<file path="src/rtl/mdio_controller_if.sv">
// Request/response and serial-line bundle between the MDIO station-management master and its user.
interface mdio_controller_if;
  logic        MDIO_START;
  logic [31:0] T_DATA;
  logic        MDIO_IN;
  logic        MDC;
  logic        MDIO_OUT;
  logic        MDIO_OE;
  logic [15:0] RD_DATA;
  logic        DATA_RDY;
  logic        BUSY;
  logic        ERR;

  modport master (
    output MDIO_START, T_DATA, MDIO_IN,
    input  MDC, MDIO_OUT, MDIO_OE, RD_DATA, DATA_RDY, BUSY, ERR
  );

  modport slave (
    input  MDIO_START, T_DATA, MDIO_IN,
    output MDC, MDIO_OUT, MDIO_OE, RD_DATA, DATA_RDY, BUSY, ERR
  );
endinterface

</file>
<file path="src/rtl/mdio_controller.sv">
// Clause-22 MDIO master: serialises one 32-bit frame per request and captures read data.
// Define MDIO_PREAMBLE_EN to prefix every frame with 32 preamble ones.
module mdio_controller #(
  parameter int unsigned MDC_DIV = 2
) (
  input  logic              clk,
  input  logic              reset,
  mdio_controller_if.slave  bus
);

  localparam int unsigned DivW = (MDC_DIV > 1) ? $clog2(MDC_DIV) : 1;
  localparam logic [DivW-1:0] DivLast = DivW'(MDC_DIV - 1);

  typedef enum logic [1:0] {StIdle, StPre, StShift, StDone} state_e;

  state_e            state_q, state_d;
  logic [DivW-1:0]   div_q, div_d;
  logic              half_q, half_d;
  logic [5:0]        bit_q, bit_d;
  logic [31:0]       frame_q, frame_d;
  logic              is_read_q, is_read_d;
  logic [15:0]       shreg_q, shreg_d;
  logic [15:0]       rd_data_q, rd_data_d;
  logic              mdc_q, mdc_d;
  logic              out_q, out_d;
  logic              oe_q, oe_d;
  logic              busy_q, busy_d;
  logic              rdy_q, rdy_d;
  logic              err_q, err_d;

  logic [5:0] bit_nxt;
  logic       req_ok;

  assign bit_nxt = bit_q - 6'd1;
  assign req_ok  = (bus.T_DATA[31:30] == 2'b01) &&
                   ((bus.T_DATA[29:28] == 2'b01) || (bus.T_DATA[29:28] == 2'b10));

  always_ff @(posedge clk or posedge reset) begin
    if (reset) begin
      state_q   <= StIdle;
      div_q     <= '0;
      half_q    <= 1'b0;
      bit_q     <= '0;
      frame_q   <= '0;
      is_read_q <= 1'b0;
      shreg_q   <= '0;
      rd_data_q <= '0;
      mdc_q     <= 1'b0;
      out_q     <= 1'b0;
      oe_q      <= 1'b0;
      busy_q    <= 1'b0;
      rdy_q     <= 1'b0;
      err_q     <= 1'b0;
    end else begin
      state_q   <= state_d;
      div_q     <= div_d;
      half_q    <= half_d;
      bit_q     <= bit_d;
      frame_q   <= frame_d;
      is_read_q <= is_read_d;
      shreg_q   <= shreg_d;
      rd_data_q <= rd_data_d;
      mdc_q     <= mdc_d;
      out_q     <= out_d;
      oe_q      <= oe_d;
      busy_q    <= busy_d;
      rdy_q     <= rdy_d;
      err_q     <= err_d;
    end
  end

  always_comb begin
    state_d   = state_q;
    div_d     = div_q;
    half_d    = half_q;
    bit_d     = bit_q;
    frame_d   = frame_q;
    is_read_d = is_read_q;
    shreg_d   = shreg_q;
    rd_data_d = rd_data_q;
    mdc_d     = mdc_q;
    out_d     = out_q;
    oe_d      = oe_q;
    busy_d    = busy_q;
    rdy_d     = 1'b0;
    err_d     = 1'b0;

    unique case (state_q)
      StIdle: begin
        mdc_d  = 1'b0;
        oe_d   = 1'b0;
        out_d  = 1'b0;
        busy_d = 1'b0;
        if (bus.MDIO_START) begin
          if (req_ok) begin
            frame_d   = bus.T_DATA;
            is_read_d = (bus.T_DATA[29:28] == 2'b10);
            busy_d    = 1'b1;
            div_d     = '0;
            half_d    = 1'b0;
            bit_d     = 6'd31;
            oe_d      = 1'b1;
`ifdef MDIO_PREAMBLE_EN
            state_d   = StPre;
            out_d     = 1'b1;
`else
            state_d   = StShift;
            out_d     = bus.T_DATA[31];
`endif
          end else begin
            err_d = 1'b1;
          end
        end
      end

      StPre, StShift: begin
        if (div_q == DivLast) begin
          div_d = '0;
          if (!half_q) begin
            // Rising MDC: sample the peripheral during read data bits
            half_d = 1'b1;
            mdc_d  = 1'b1;
            if (state_q == StShift && is_read_q && bit_q < 6'd16) begin
              shreg_d = {shreg_q[14:0], bus.MDIO_IN};
            end
          end else begin
            half_d = 1'b0;
            mdc_d  = 1'b0;
            if (bit_q == 6'd0) begin
              if (state_q == StPre) begin
                state_d = StShift;
                bit_d   = 6'd31;
                out_d   = frame_q[31];
                oe_d    = 1'b1;
              end else begin
                state_d = StDone;
                busy_d  = 1'b0;
                oe_d    = 1'b0;
                out_d   = 1'b0;
                if (is_read_q) begin
                  rd_data_d = shreg_q;
                  rdy_d     = 1'b1;
                end
              end
            end else begin
              bit_d = bit_nxt;
              if (state_q == StPre) begin
                out_d = 1'b1;
                oe_d  = 1'b1;
              end else begin
                // Reads release the line from the turnaround onwards
                oe_d  = !is_read_q || (bit_nxt >= 6'd18);
                out_d = oe_d ? frame_q[bit_nxt[4:0]] : 1'b0;
              end
            end
          end
        end else begin
          div_d = div_q + 1'b1;
        end
      end

      StDone: begin
        state_d = StIdle;
      end

      default: begin
        state_d = StIdle;
      end
    endcase
  end

  assign bus.MDC      = mdc_q;
  assign bus.MDIO_OUT = out_q;
  assign bus.MDIO_OE  = oe_q;
  assign bus.RD_DATA  = rd_data_q;
  assign bus.DATA_RDY = rdy_q;
  assign bus.BUSY     = busy_q;
  assign bus.ERR      = err_q;

endmodule
</file>
<file path="src/flat_wrapper.sv">
// flat-port wrapper written by rule: the top's interface ports become plain ports
module mdio_controller_flat 
#(
  parameter int unsigned MDC_DIV = 2
)
  (clk, reset, bus_MDIO_START, bus_T_DATA, bus_MDIO_IN, bus_MDC, bus_MDIO_OUT, bus_MDIO_OE, bus_RD_DATA, bus_DATA_RDY, bus_BUSY, bus_ERR);
  mdio_controller_if bus_i ();
  input  logic clk;
  input  logic reset;
  input wire logic [$bits(bus_i.MDIO_START)-1:0] bus_MDIO_START;
  input wire logic [$bits(bus_i.T_DATA)-1:0] bus_T_DATA;
  input wire logic [$bits(bus_i.MDIO_IN)-1:0] bus_MDIO_IN;
  output wire logic [$bits(bus_i.MDC)-1:0] bus_MDC;
  output wire logic [$bits(bus_i.MDIO_OUT)-1:0] bus_MDIO_OUT;
  output wire logic [$bits(bus_i.MDIO_OE)-1:0] bus_MDIO_OE;
  output wire logic [$bits(bus_i.RD_DATA)-1:0] bus_RD_DATA;
  output wire logic [$bits(bus_i.DATA_RDY)-1:0] bus_DATA_RDY;
  output wire logic [$bits(bus_i.BUSY)-1:0] bus_BUSY;
  output wire logic [$bits(bus_i.ERR)-1:0] bus_ERR;
  assign bus_i.MDIO_START = bus_MDIO_START;
  assign bus_i.T_DATA = bus_T_DATA;
  assign bus_i.MDIO_IN = bus_MDIO_IN;
  assign bus_MDC = bus_i.MDC;
  assign bus_MDIO_OUT = bus_i.MDIO_OUT;
  assign bus_MDIO_OE = bus_i.MDIO_OE;
  assign bus_RD_DATA = bus_i.RD_DATA;
  assign bus_DATA_RDY = bus_i.DATA_RDY;
  assign bus_BUSY = bus_i.BUSY;
  assign bus_ERR = bus_i.ERR;
  mdio_controller #(.MDC_DIV(MDC_DIV)) u_core (.clk(clk), .reset(reset), .bus(bus_i));
endmodule
</file>
<file path="config.mk">
export PLATFORM = sky130hd
export DESIGN_NAME = mdio_controller_flat
export DESIGN_NICKNAME = d
export VERILOG_FILES = /design/src/rtl/mdio_controller_if.sv /design/src/rtl/mdio_controller.sv /design/src/flat_wrapper.sv
export SDC_FILE = /design/constraint.sdc
export NUM_CORES = 1
export LEC_CHECK = 0
export CAP_MARGIN = 20
export CORE_MARGIN = 10
export CORE_UTILIZATION = 48
export CTS_BUF_LIST = sky130_fd_sc_hd__clkbuf_4
export DETAILED_ROUTE_END_ITERATION = 8
export GPL_ROUTABILITY_DRIVEN = 1
export PLACE_DENSITY_LB_ADDON = 0.3
export SLEW_MARGIN = 20
export SYNTH_ARGS = -nofsm -noshare
export SYNTH_HDL_FRONTEND = slang
export SYNTH_SLANG_ARGS = --single-unit
</file>
<file path="constraint.sdc">
create_clock -name clk -period 3.5 [get_ports clk]
set_clock_uncertainty 0.15 [all_clocks]
set_input_delay 0.35 -clock clk [delete_from_list [all_inputs] [get_ports clk]]
set_output_delay 0.35 -clock clk [all_outputs]
set_load 0.01 [all_outputs]
</file>
==> flow_metrics.env <==
export IMPL_clk_pin_slew_worst_paths_ns=0.12
export IMPL_grt_max_degree=45
export IMPL_top_layer="met4"
export IMPL_switching_share_pct=21.89
export IMPL_ys_seq_elements=81
export IMPL_async_reset_ff_share_pct=100.0
export IMPL_dpl_hpwl_um=5632
export IMPL_timing_setup_tns_ns=0
export IMPL_cts_tree="built"
export IMPL_drt_iter0_drc=72
export IMPL_wl_um=7424
export IMPL_synth_area_leaders="dfrtp_1 (53%), mux2_2 (17%), mux4_2 (4.7%), mux2_4 (3.9%), ha_1 (2.6%)"
export IMPL_outcome="finished clean"
export IMPL_finalCriticalPeriod_ns=2.817
export IMPL_drive_above_1_share_pct=29.26
export IMPL_core_um2=7767
export IMPL_mappedNetlistNets=333
export IMPL_numClockSinks=81
export IMPL_ant_nets=0
export IMPL_fin_nets=391
export IMPL_internal_power_mw=1.195
export IMPL_drc=0
export IMPL_synth_top_area_cell="dfrtp_1"
export IMPL_end_kind="register"
export IMPL_p_seq_share_pct=61.2
export IMPL_p_switching_mw=0.3349
export IMPL_ios=58
export IMPL_synth_edff_count=0
export IMPL_max_cap_violations=0
export IMPL_port_buffers=57
export IMPL_synthCells=289
export IMPL_wl_met1_um=3356
export IMPL_design_die_area_um2=11990
export IMPL_yosys_top_cells_count="dfrtp_1 (81), mux2_2 (58), nor2_1 (15)"
export IMPL_finalHoldViolCount=0
export IMPL_cts_root_buffer="clkbuf_4"
export IMPL_die_y_um=109.5
export IMPL_vias=2422
export IMPL_crit_type="register to register"
export IMPL_postCtsSetupRepairBufs=0
export IMPL_cts_hold_fix_buffers=0
export IMPL_synth_ff_type="dfrtp_1"
export IMPL_wl_met3_um=344
export IMPL_post_route_period_util_pct=80.48
export IMPL_synth_distinct_cells=44
export IMPL_crit_slowest_cell="dfrtp_1"
export IMPL_area_delta_synth_final_pct=20.40
export IMPL_cp_start_kind="register"
export IMPL_grt_pass1_vias=2548
export IMPL_htreeDepth=3
export IMPL_antenna_found_initial=1
export IMPL_clk_latency_ns=0.41
export IMPL_power_frac_clock_pct=34.6
export IMPL_via_per_inst=5.323
export IMPL_rsz0062_at_grt="no"
export IMPL_fmax_mhz=355.0
export IMPL_syn_area_um2=3846
export IMPL_grt_usage_pct=13.20
export IMPL_initial_core_util_pct=49.52
export IMPL_worstPathRequired_ns=3.65
export IMPL_grt_overflow=0
export IMPL_grt_pass1_wl_um=12620
export IMPL_dr_pass1_iters=5
export IMPL_power_density_nw_per_um2=330.4
export IMPL_crit_fanout=13
export IMPL_finish_utilization_pct=59.62
export IMPL_combPwrFrac_pct=4.2
export IMPL_finalPower_mw=1.530
export IMPL_tightest_slew_ns=0.7935
export IMPL_cts_inserted_buffers=9
export IMPL_max_slew_margin_rel_pct=46.95
export IMPL_synth_area_per_cell_um2=13.31
export IMPL_synth_top_area_share_pct=52.70
export IMPL_path_cells="inv_1, ha_1, mux4_2, mux2i_1, o21ai_0, o211ai_1, o31ai_2"
export IMPL_setup_viol=0
export IMPL_fp_dieW_um=109.5
export IMPL_gp_congestion=0.8343
export IMPL_post_cts_resized=0
export IMPL_cts_buffer_depth=2
export IMPL_drv_slew=0
export IMPL_fp_row_count=32
export IMPL_ys_seq_area_share_pct=52.70
export IMPL_ir_drop_mv=0.2216
export IMPL_cellLeakagePower_nw=2.211
export IMPL_crit_arrival_ns=2.97
export IMPL_hp_class="input pin to async pin"
export IMPL_wl_met2_um=3611
export IMPL_avgRoutedWirePerCell_um=16.32
export IMPL_yosysMostFrequentCell="dfrtp_1"
export IMPL_crit_path_max_incr_delay_ns=0.77
export IMPL_ys_warnings_count=0
==> final timing paths <==
path | startpoint | endpoint | slack [ns] | depth (start not counted)
setup / recovery | u_core.bit_q[0]$_DFFE_PP0P_ | u_core.bus.MDIO_OUT$_DFFE_PP0P_ | 0.68 | 7
hold / removal | reset | u_core.frame_q[17]$_DFFE_PP0P_ | 0.20 | 2
setup reg to reg | u_core.bit_q[0]$_DFFE_PP0P_ | u_core.bus.MDIO_OUT$_DFFE_PP0P_ | 0.68 | 7
hold reg to reg | u_core.frame_q[30]$_DFFE_PP0P_ | u_core.frame_q[30]$_DFFE_PP0P_ | 0.34 | 1
max in group asynchronous | reset | u_core.frame_q[30]$_DFFE_PP0P_ | 2.27 | 3
min in group clk | u_core.frame_q[30]$_DFFE_PP0P_ | u_core.frame_q[30]$_DFFE_PP0P_ | 0.34 | 1
==> cell type report <==
type                            count  area (um2)
Tap cell                          102       127.6
Clock inverter                      6       58.81
Sequential cell                    81        2027
Timing Repair Buffer               61       600.6
Antenna cell                        1       2.502
Multi-Input combinational cell    182        1693
Clock buffer                       10       75.07
Fill cell                         643        3137
Inverter                           12       46.29
==> state kept, by name, indices dropped and copies added (netlist names) <==
register and count:
u_core.frame_q 32, u_core.div_q 1, u_core.bus.DATA_RDY 1, u_core.bus.ERR 1, u_core.bus.MDC 1, u_core.bit_q 6, u_core.state_q 2, u_core.half_q 1
u_core.bus.MDIO_OE 1, u_core.bus.BUSY 1, u_core.bus.RD_DATA 16, u_core.shreg_q 16, u_core.is_read_q 1, u_core.bus.MDIO_OUT 1
==> power by group through the flow <==
stage	Clock, mW	Combinational [mW]	Sequential [mW]
final	0.529	0.0640	0.937
after global routing	0.578	0.0714	0.937
after CTS	0.545	0.0664	0.937
after detailed placement	0	0.0662	0.955
after global placement	0	0.0657	0.955
after floorplan	0	0.0174	0.955
==> layer usage <==
metal  GRT usage [%]  vias to the layer above
met1           17.54                     1203
met5               0                        -
met4           5.762                        0
met2           20.36                       49
li1                -                     1160
met3           2.926                       10
==> critical path: cells and delay by family, from the launching register on <==
family,cells,cell delay [ns]
AO/OA/AOI/OAI,3,0.31
multiplexers,2,0.68
buffers and inverters,1,0.18
flip-flops,1,0.77
adder cells (fa/ha/maj),1,0.61
==> stage by stage <==
step | instance area [um2] | hold WS, ns | setup slack (ns) | std cells
floorplan | 3846 | 0.2787 | 0.9199 | 289
CTS | 4628 | 0.2128 | 0.6570 | 454
global placement | 4494 | 0.2935 | 0.7408 | 438
global route | 4631 | 0.2526 | 0.4761 | 455
detailed placement | 4494 | 0.3175 | 0.6801 | 438
finish | 4631 | 0.1977 | 0.6833 | 455
==> cell usage in the layout (no fill, tap or decap), types with 2 or more instances in the layout <==
cell type        instances
a21oi_1                  8
a22o_1                   2
a31oi_1                  4
and2_1                   2
and3_1                   2
buf_4                    4
clkbuf_4                10
clkdlybuf4s50_1         57
clkinv_2                 3
clkinvlp_4               2
dfrtp_1                 81
ha_1                     8
inv_1                   11
mux2_2                  58
mux2_4                  10
mux2i_1                  2
mux4_2                   8
nand2_1                 11
nand2b_1                 3
nand3_1                  3
nand3_2                  2
nand4_1                  3
nor2_1                  15
nor2b_1                  2
nor3_1                   4
nor3b_1                  2
o211ai_1                 2
o21ai_0                  8
o22ai_1                  2
o31a_1                   2
xnor2_1                  4
xor2_1                   2
==> cell families after synthesis <==
| group | Yosys count | share of synthesized area, % |
|---|---|---|
| AOI/OAI and AO/OA | 35 | 6.018 |
| xor gates and xnor gates | 6 | 1.366 |
| adders and majority gates | 8 | 2.603 |
| buffers and inverters | 26 | 3.285 |
| DFF | 81 | 52.70 |
| muxes | 78 | 26.09 |
| and+or+nand+nor | 55 | 7.937 |
Power figures use the tool's default switching activity.
